### src/rtl/bus_arbiter.sv
// bus_arbiter: two-master (if / ma) TL-UL style arbiter in front of a single
// slave port. At most one transaction is outstanding. A-channel payload is
// muxed combinationally from the current owner; the D channel is routed back
// to the owner, or a synthesized error response is produced on slave timeout.
// Optional build macro: ARB_ROUND_ROBIN_EN (alternating grants on ties).
module bus_arbiter #(
  parameter int ADDR_W  = 64,
  parameter int DATA_W  = 64,
  parameter int TIMEOUT = 255
) (
  input  logic                clk,
  input  logic                rst,
  // instruction-fetch master
  input  logic                if_request,
  input  logic                if_a_valid,
  output logic                if_a_ready,
  input  logic [2:0]          if_a_opcode,
  input  logic [2:0]          if_a_size,
  input  logic [ADDR_W-1:0]   if_a_address,
  input  logic [DATA_W/8-1:0] if_a_mask,
  input  logic [DATA_W-1:0]   if_a_data,
  output logic                if_d_valid,
  input  logic                if_d_ready,
  output logic [2:0]          if_d_opcode,
  output logic [DATA_W-1:0]   if_d_data,
  output logic                if_d_error,
  // memory-access master
  input  logic                ma_request,
  input  logic                ma_a_valid,
  output logic                ma_a_ready,
  input  logic [2:0]          ma_a_opcode,
  input  logic [2:0]          ma_a_size,
  input  logic [ADDR_W-1:0]   ma_a_address,
  input  logic [DATA_W/8-1:0] ma_a_mask,
  input  logic [DATA_W-1:0]   ma_a_data,
  output logic                ma_d_valid,
  input  logic                ma_d_ready,
  output logic [2:0]          ma_d_opcode,
  output logic [DATA_W-1:0]   ma_d_data,
  output logic                ma_d_error,
  // slave port
  output logic                mem_a_valid,
  input  logic                mem_a_ready,
  output logic [2:0]          mem_a_opcode,
  output logic [2:0]          mem_a_size,
  output logic [ADDR_W-1:0]   mem_a_address,
  output logic [DATA_W/8-1:0] mem_a_mask,
  output logic [DATA_W-1:0]   mem_a_data,
  input  logic                mem_d_valid,
  input  logic [2:0]          mem_d_opcode,
  input  logic [DATA_W-1:0]   mem_d_data,
  input  logic                mem_d_error,
  output logic                mem_d_ready
);

  localparam logic [2:0] OP_GET         = 3'd4;
  localparam logic [2:0] OP_ACCESS_ACK  = 3'd0;
  localparam logic [2:0] OP_ACCESS_DATA = 3'd1;
  localparam logic [9:0] TIMEOUT_V      = 10'(TIMEOUT);

  typedef enum logic [1:0] {IDLE, ADDR, RESP, ERR} state_t;

  state_t     state_q;
  logic       owner_q;   // 1 = ma owns the bus, 0 = if
  logic       is_get_q;  // owner's request was a Get (selects error opcode)
  logic [9:0] timer_q;
  logic [9:0] timer_d;

  logic if_pend, ma_pend, grant_ma;
  logic own_d_ready;
  logic rsp_valid, rsp_error;
  logic [2:0] rsp_opcode;
  logic [DATA_W-1:0] rsp_data;
  logic own_a_ready;

  assign if_pend = if_request & if_a_valid;
  assign ma_pend = ma_request & ma_a_valid;

`ifdef ARB_ROUND_ROBIN_EN
  logic last_q;  // 1 = ma received the most recent grant
  // on a tie, hand the bus to whoever did not get it last time
  assign grant_ma = ma_pend & (~if_pend | ~last_q);
`else
  assign grant_ma = ma_pend;
`endif

  assign own_d_ready = owner_q ? ma_d_ready : if_d_ready;

  // saturating timer increment; never wraps back to zero
  assign timer_d = (timer_q == 10'h3ff) ? timer_q : timer_q + 10'd1;

  // state machine: grant, address phase, response wait, error response
  always_ff @(posedge clk) begin
    if (rst) begin
      state_q  <= IDLE;
      owner_q  <= 1'b0;
      is_get_q <= 1'b0;
      timer_q  <= '0;
`ifdef ARB_ROUND_ROBIN_EN
      last_q   <= 1'b0;
`endif
    end else begin
      case (state_q)
        IDLE: begin
          if (if_pend | ma_pend) begin
            owner_q <= grant_ma;
            state_q <= ADDR;
`ifdef ARB_ROUND_ROBIN_EN
            last_q  <= grant_ma;
`endif
          end
        end
        ADDR: begin
          if (mem_a_ready) begin
            state_q  <= RESP;
            timer_q  <= '0;
            is_get_q <= (mem_a_opcode == OP_GET);
          end
        end
        RESP: begin
          if (mem_d_valid & own_d_ready) begin
            state_q <= IDLE;
          end else if ((timer_q == TIMEOUT_V) & ~mem_d_valid) begin
            state_q <= ERR;
          end else begin
            timer_q <= timer_d;
          end
        end
        ERR: begin
          if (own_d_ready) state_q <= IDLE;
        end
        default: state_q <= IDLE;
      endcase
    end
  end

  // A-channel mux from the owner; payload is passed through, not registered
  always_comb begin
    mem_a_opcode  = owner_q ? ma_a_opcode  : if_a_opcode;
    mem_a_size    = owner_q ? ma_a_size    : if_a_size;
    mem_a_address = owner_q ? ma_a_address : if_a_address;
    mem_a_mask    = owner_q ? ma_a_mask    : if_a_mask;
    mem_a_data    = owner_q ? ma_a_data    : if_a_data;
  end

  // per-state handshake and response decode; reset forces the idle values
  always_comb begin
    mem_a_valid = 1'b0;
    own_a_ready = 1'b0;
    mem_d_ready = 1'b1;  // idle and error states sink stray responses
    rsp_valid   = 1'b0;
    rsp_error   = 1'b0;
    rsp_opcode  = OP_ACCESS_ACK;
    rsp_data    = '0;
    if (!rst) begin
      case (state_q)
        ADDR: begin
          mem_a_valid = 1'b1;
          own_a_ready = mem_a_ready;
          mem_d_ready = 1'b0;
        end
        RESP: begin
          mem_d_ready = own_d_ready;
          rsp_valid   = mem_d_valid;
          rsp_error   = mem_d_error;
          rsp_opcode  = mem_d_opcode;
          rsp_data    = mem_d_data;
        end
        ERR: begin
          rsp_valid  = 1'b1;
          rsp_error  = 1'b1;
          rsp_opcode = is_get_q ? OP_ACCESS_DATA : OP_ACCESS_ACK;
        end
        default: ;
      endcase
    end
  end

  // route handshake and response to the owner only
  always_comb begin
    if_a_ready  = own_a_ready & ~owner_q;
    ma_a_ready  = own_a_ready &  owner_q;
    if_d_valid  = rsp_valid   & ~owner_q;
    ma_d_valid  = rsp_valid   &  owner_q;
    if_d_error  = rsp_error   & ~owner_q;
    ma_d_error  = rsp_error   &  owner_q;
    if_d_opcode = owner_q ? 3'd0 : rsp_opcode;
    ma_d_opcode = owner_q ? rsp_opcode : 3'd0;
    if_d_data   = owner_q ? '0 : rsp_data;
    ma_d_data   = owner_q ? rsp_data : '0;
  end

endmodule

### config.mk
export PLATFORM = sky130hd
export DESIGN_NAME = bus_arbiter
export DESIGN_NICKNAME = d
export VERILOG_FILES = /design/src/rtl/bus_arbiter.sv
export SDC_FILE = /design/constraint.sdc
export NUM_CORES = 1
export LEC_CHECK = 0
export CORE_AREA = 10 10 242 244
export CTS_BUF_LIST = sky130_fd_sc_hd__clkbuf_4
export DETAILED_ROUTE_END_ITERATION = 10
export DIE_AREA = 0 0 252 254
export GPL_TIMING_DRIVEN = 0
export HOLD_SLACK_MARGIN = 0.06
export PLACE_DENSITY = 0.32
export SYNTH_ARGS = -nofsm -noshare
export SYNTH_HDL_FRONTEND = slang
export SYNTH_SLANG_ARGS = --single-unit
### constraint.sdc
create_clock -name clk -period 1.42 [get_ports clk]
set_input_delay 0.284 -clock clk [delete_from_list [all_inputs] [get_ports clk]]
set_output_delay 0.284 -clock clk [all_outputs]
set_load 0.02 [all_outputs]
# Yosys cells after proc, flatten, opt, wreduce, memory -nomap -nowiden
# Cells that the tools add are included.
[totals] wordCells=73 regBits=14 in_bits=362
[op_classes] muxes=36 bitwise=13 n_reduce_logical=6 add_sub_neg=1 eq_ne=13
[op_table] operator="$mux 64" n=6
[op_table] operator="$mux 10" n=4
[op_table] operator="$pmux 10 s2" n=1
[op_table] operator="$mux 3" n=5
[op_table] operator="$ne 2x2->1 const B" n=6
[op_table] operator="$add 10x1->10 const B" n=1
[op_table] operator="$and 1x1->1" n=10
[op_table] operator="$eq 10x10->1 const B" n=1
[op_table] operator="$eq 10x8->1 const B" n=1
[op_table] operator="$mux 2" n=5
[op_table] operator="$mux 1" n=9
[op_table] operator="$mux 8" n=1
[op_table] operator="$pmux 2 s4" n=1
[op_table] operator="$pmux 1 s2" n=3
[op_table] operator="$pmux 3 s2" n=1
[op_table] operator="$reduce_and 5->1" n=1
[op_table] operator="$eq 2x2->1 const B" n=2
[op_table] operator="$reduce_and 2->1" n=2
[op_table] operator="$reduce_and 4->1" n=1
[op_table] operator="$eq 3x3->1 const B" n=1
[op_table] operator="$ne 3x3->1 const B" n=1
[op_table] operator="$eq 2x1->1 const B" n=1
[op_table] operator="$logic_not 2->1" n=1
[op_table] operator="$not 1->1" n=2
[op_table] operator="other kinds (2)" n=2

# Longest topological paths before layout
[depth] depth_word=5 mapped_depth=5

# Worst setup path after synthesis
# No wires, ideal clock.
[synth_timing] kind="register -> output" start="reg owner_q" end="out ma_d_error" n_path_buf=3 path_stages_with_launch=6 slack_ps=-233 arrival_time_ps=1369 cell_sequence="dfxtp_1 > buf_2 > buf_2 > buf_4 > nand3b_1 > nor2_1"
[synth_via] elab_chain_cells=1
[synth_lines] element="start, declared" line_no="64" text="logic owner_q;"
[synth_lines] element="start signal, assigned" line_no="106" text="owner_q <= grant_ma;"
[synth_lines] element="$and 1x1->1" line_no="186" text="ma_d_error = rsp_error & owner_q;"
[synth_lines] element="end, declared" line_no="40" text="output logic ma_d_error,"
# Every way passes these cells.

# Final worst setup path
[layout_timing] start="reg owner_q" end="out ma_d_data[6]"
[layout_via] elab_chain_cells=1
[layout_lines] element="$mux 64" line_no="190" text="ma_d_data = owner_q ? rsp_data : '0;"
[layout_lines] element="end, declared" line_no="39" text="output logic [DATA_W-1:0] ma_d_data,"
# Every way passes these cells.

==> results by stage <==
STA:
- The final critical path takes up 152% of the cycle.
- The minimum hold slack is 501 ps.
- On the final layout, the worst clock skew is 1.10 ps.
- The number of max-slew violations in the final report is 0.
- Across all setup checks in the final design, the least slack found is -738 ps.
- The pin slew with the least headroom to its limit is 532 ps.
- The number of hold violations in the final report is 0.
- Setup repair after global routing could not meet its margin everywhere.
- The worst pin sits at a relative slew slack of 64.5%.
- Static timing analysis puts the maximum clock frequency at 463 MHz.
- The minimum period implied by the final worst setup slack is 2160 ps.
- Setup violations remaining at the end of the flow were counted as 297.

Route:
- The routed wire length is 61.7 mm.
- In this run the remaining antenna-violating nets after routing total 0.
- Dividing the detail-routed via count by the number of cells gives 3.56.
- The number of detailed-route iterations in the first pass is 6.
- In this run, the number of DRC markers left after iteration 0 of detailed routing was 293.
- The total via count after detailed routing is approximately 6800.
- The routed wire length per instance is between 30 and 40 um.
- After detailed routing, the number of remaining DRC violations is 0.

Logic synthesis:
- The synthesized netlist contains 40 unique library cells.
- The async set or reset register ratio after synthesis is 0%.
- When the netlist entered floorplanning its net count stood at 786.
- The most instantiated library cell after synthesis is mux2_2.
- The share of the Yosys chip area taken by registers is under 10%.
- In this run the cell area of the synthesized design comes to 3490 um^2.
- The cell count after synthesis is 423.
- Ranked by instance count, the synthesized netlist is headed by mux2_2 (142), and2_1 (67), and3_1 (67).
- The library cell with the largest summed area after synthesis is mux2_2.
- The number of synthesized register bits is 14.
- Of the post-synthesis cell area, the dominant cell type holds 45.8%.
- The number of enable flip-flop cells after synthesis is 0.
- After synthesis, the cell types taking the most area are mux2_2 (46%), and2_1 (12%), and3_1 (12%).
- Yosys printed 0 warnings.
- Averaged over all synthesized cells, the footprint is 8.26 um^2.
- For this run, the leading register cell type out of synthesis is dfxtp_1.

Clock network:
- The TritonCTS buffer count is 3.
- The clock edge transition at the registers on the reported setup and hold paths is ~90 ps.
- Clock tree synthesis found a total of 14 sinks.
- The largest buffer count on any clock path is 2.
- The number of levels the H-tree was split into is 1.
- The later pin in the worst-skew pair is clocked with a latency of 290 ps.
- After clock tree synthesis, the flow added hold-fix buffers numbering 0.
- The CTS tree is built.
- The clock root buffer master is clkbuf_4.

Setup path:
- The cell count of the worst reg-to-reg path is 10.
- The data arrival time at the worst-slack endpoint is around 1900 ps.
- The critical path startpoint category is a flip-flop.
- The endpoint of the worst-slack reg-to-reg timing path is timer_q[1]$_SDFFE_PP0P_.
- STA classifies the critical path endpoint as a primary output.
- Setup slack on the worst reg-to-reg path comes out at -440 ps.
- The path type of the worst setup path is reg -> out.
- The data required time at the worst endpoint is 1140 ps.
- The startpoint identified for the worst register-to-register timing path is owner_q$_SDFFE_PP0P_.
- The critical-path maximum fanout is 5.

Pwr:
- For this design the static power due to leakage is 0.00636 uW.
- The share of total power dissipated in sequential elements is 6.8%.
- In this run the power density over the cells is 422 nW/um^2.
- Summed over all nets, the switching power comes to 2520 uW.
- The combinational fraction of design power is 89.4%.
- The internal power of the cells totals 3790 uW.
- The share of total power dissipated in the clock network is 3.8%.
- The worst supply voltage drop on vdd is 0.167 mV.
- The switching share of power is 39.9%.

Min path:
- The cell count of the worst hold path is 2.
- The sink of the worst hold path is is_get_q$_SDFFE_PP0N_.
- The worst hold path class is reg -> reg.
- The source of the worst hold timing path is is_get_q$_SDFFE_PP0N_.

Placement:
- The congestion estimate from routability-driven global placement came to 0.838.
- The post-detailed-placement cell area is between 10000 and 15000 um^2.
- The number of buffers inserted by port buffering is about 650.
- Detailed placement ended at an HPWL of about 53 mm.

Floorplanning:
- Measured along the y axis, the die boundary spans 254 um.
- The overall die width is roughly 250 um.
- For this configuration, the core starts out at a cell density of 6.52%.
- In this run the core area contains 85 standard-cell rows.
- The total die area is 64000 um^2.
- The placeable core region is 53600 um^2.
- The number of ports placed on the die boundary is 646.

Cells and area:
- Cells fill 27.9% of the core in the end.
- The summed area of non-filler cells in the final layout is 14900 um^2.
- The proportion of layout cells with a drive suffix above 1 is between 60% and 70%.
- The signed area change from the synthesized netlist to the final layout is 327%.
- The net count of the finished layout is 1579.

GRT:
- The number of global-route vias before repair is 7079.
- Entering global routing, the biggest net connects 11 pins.
- The global-route wire length before repair is 76.0 mm.
- For this run the aggregate overflow at the end of global routing stands at 0.
- The number of antenna violations at the first check in global routing was 15.
- The combined global-route utilization of all metal layers is between 10% and 20%.

Outcome:
- The run finished, with violations left.
- The final reports fail on setup timing.

Run:
- The tool flagged a number of max-cap violations equal to 0.
[state kept, by name, summed over array words and instances (netlist names)]
signal    count
timer_q      10
state_q       2
is_get_q      1
owner_q       1
[per-layer routing]
metal	part of all wire, %	vias up	wire, um	global-route usage [%]
li1	-	3138	-	-
met1	39	3313	24100	20.5
met2	49	320	30200	30.4
met3	10	40	6390	7.67
met4	1.6	12	960	3.31
met5	0.13	-	80	0
[how the worst max path moves through the flow]
stage | startpoint | to | slack, ps | cells past startpoint
2_1_floorplan | owner_q$_SDFFE_PP0P_ | ma_d_error | -90 | 5
3_3_place_gp | rst | if_d_data[12] | -1750 | 6
3_5_place_dp | rst | if_d_data[12] | -1720 | 6
4_1_cts | owner_q$_SDFFE_PP0P_ | ma_d_data[44] | -750 | 9
5_1_grt | owner_q$_SDFFE_PP0P_ | ma_d_data[6] | -810 | 9
6_report | owner_q$_SDFFE_PP0P_ | ma_d_data[6] | -740 | 9
[power groups by stage]
| stage | Clock [uW] | Sequential (uW) | Combinational [uW] |
|---|---|---|---|
| after floorplan | 0 | 420 | 1590 |
| after global placement | 0 | 425 | 4190 |
| after detailed placement | 0 | 425 | 4170 |
| after CTS | 249 | 413 | 5420 |
| after global routing | 272 | 432 | 5870 |
| final | 240 | 430 | 5630 |
[stage by stage]
stage / power (uW) / TNS, ps / setup WS [ps] / instances
6_report: 6300 / -167900 / -738 / 1918
5_1_grt: 6580 / -187550 / -808 / 1913
4_1_cts: 6080 / -172400 / -749 / 1895
3_5_place_dp: 4600 / -329060 / -1720 / 1764
3_3_place_gp: 4620 / -335210 / -1750 / 1764
2_1_floorplan: 2010 / -3260 / -92.6 / 423
[cells by family (layout without fill, tap and decap cells)]
family | Yosys count | after routing | synth area share, %
simple gates | 188 | 188 | 32.3
mux | 147 | 147 | 47.2
buf+inv | 42 | 833 | 6.02
compound gates | 31 | 31 | 6.05
flops | 14 | 14 | 8.02
fa+ha+maj | 1 | 1 | 0.358
other cells | 0 | 8 | 0
[worst max-delay path: stages (launching register included)]
cell and delay (ps):
dfxtp_4 380, buf_12 120, nand2b_4 60, nor3b_4 230
buf_12 160, clkbuf_16 140, buf_8 100, buf_6 100
and2_4 160, buf_6 120
[area by class of cell]
type,instances,area (um^2)
Tap cell,696,871
Timing Repair Buffer,805,9020
Buffer,23,454
Multi-Input combinational cell,367,4250
Sequential cell,14,292
Antenna cell,8,20.0
Inverter,2,7.51
Fill cell,5667,38700
Clock buffer,3,22.5
[cells in the final DEF (no fill, tap or decap), types with 4 or more instances in the layout]
master / n
buf_6: 346
nor2_1: 5
clkdlybuf4s50_1: 360
buf_8: 40
nand2_1: 7
buf_4: 29
buf_16: 6
nand2b_1: 4
nand3_1: 7
mux2_4: 142
a31oi_1: 8
dfxtp_1: 11
diode_2: 8
nor2_4: 9
and3_1: 5
clkbuf_16: 14
buf_12: 30
and2_4: 66
and3_4: 62
[repair_timing]
item / CTS / global route
pin swaps: 56 / 54
cloned: 23 / 6
gates resized for setup: 2034 / 236
setup buffers: 106 / 39
setup endpoints to repair: 297 / 297
No activity file was read; power rests on OpenSTA's default activity.
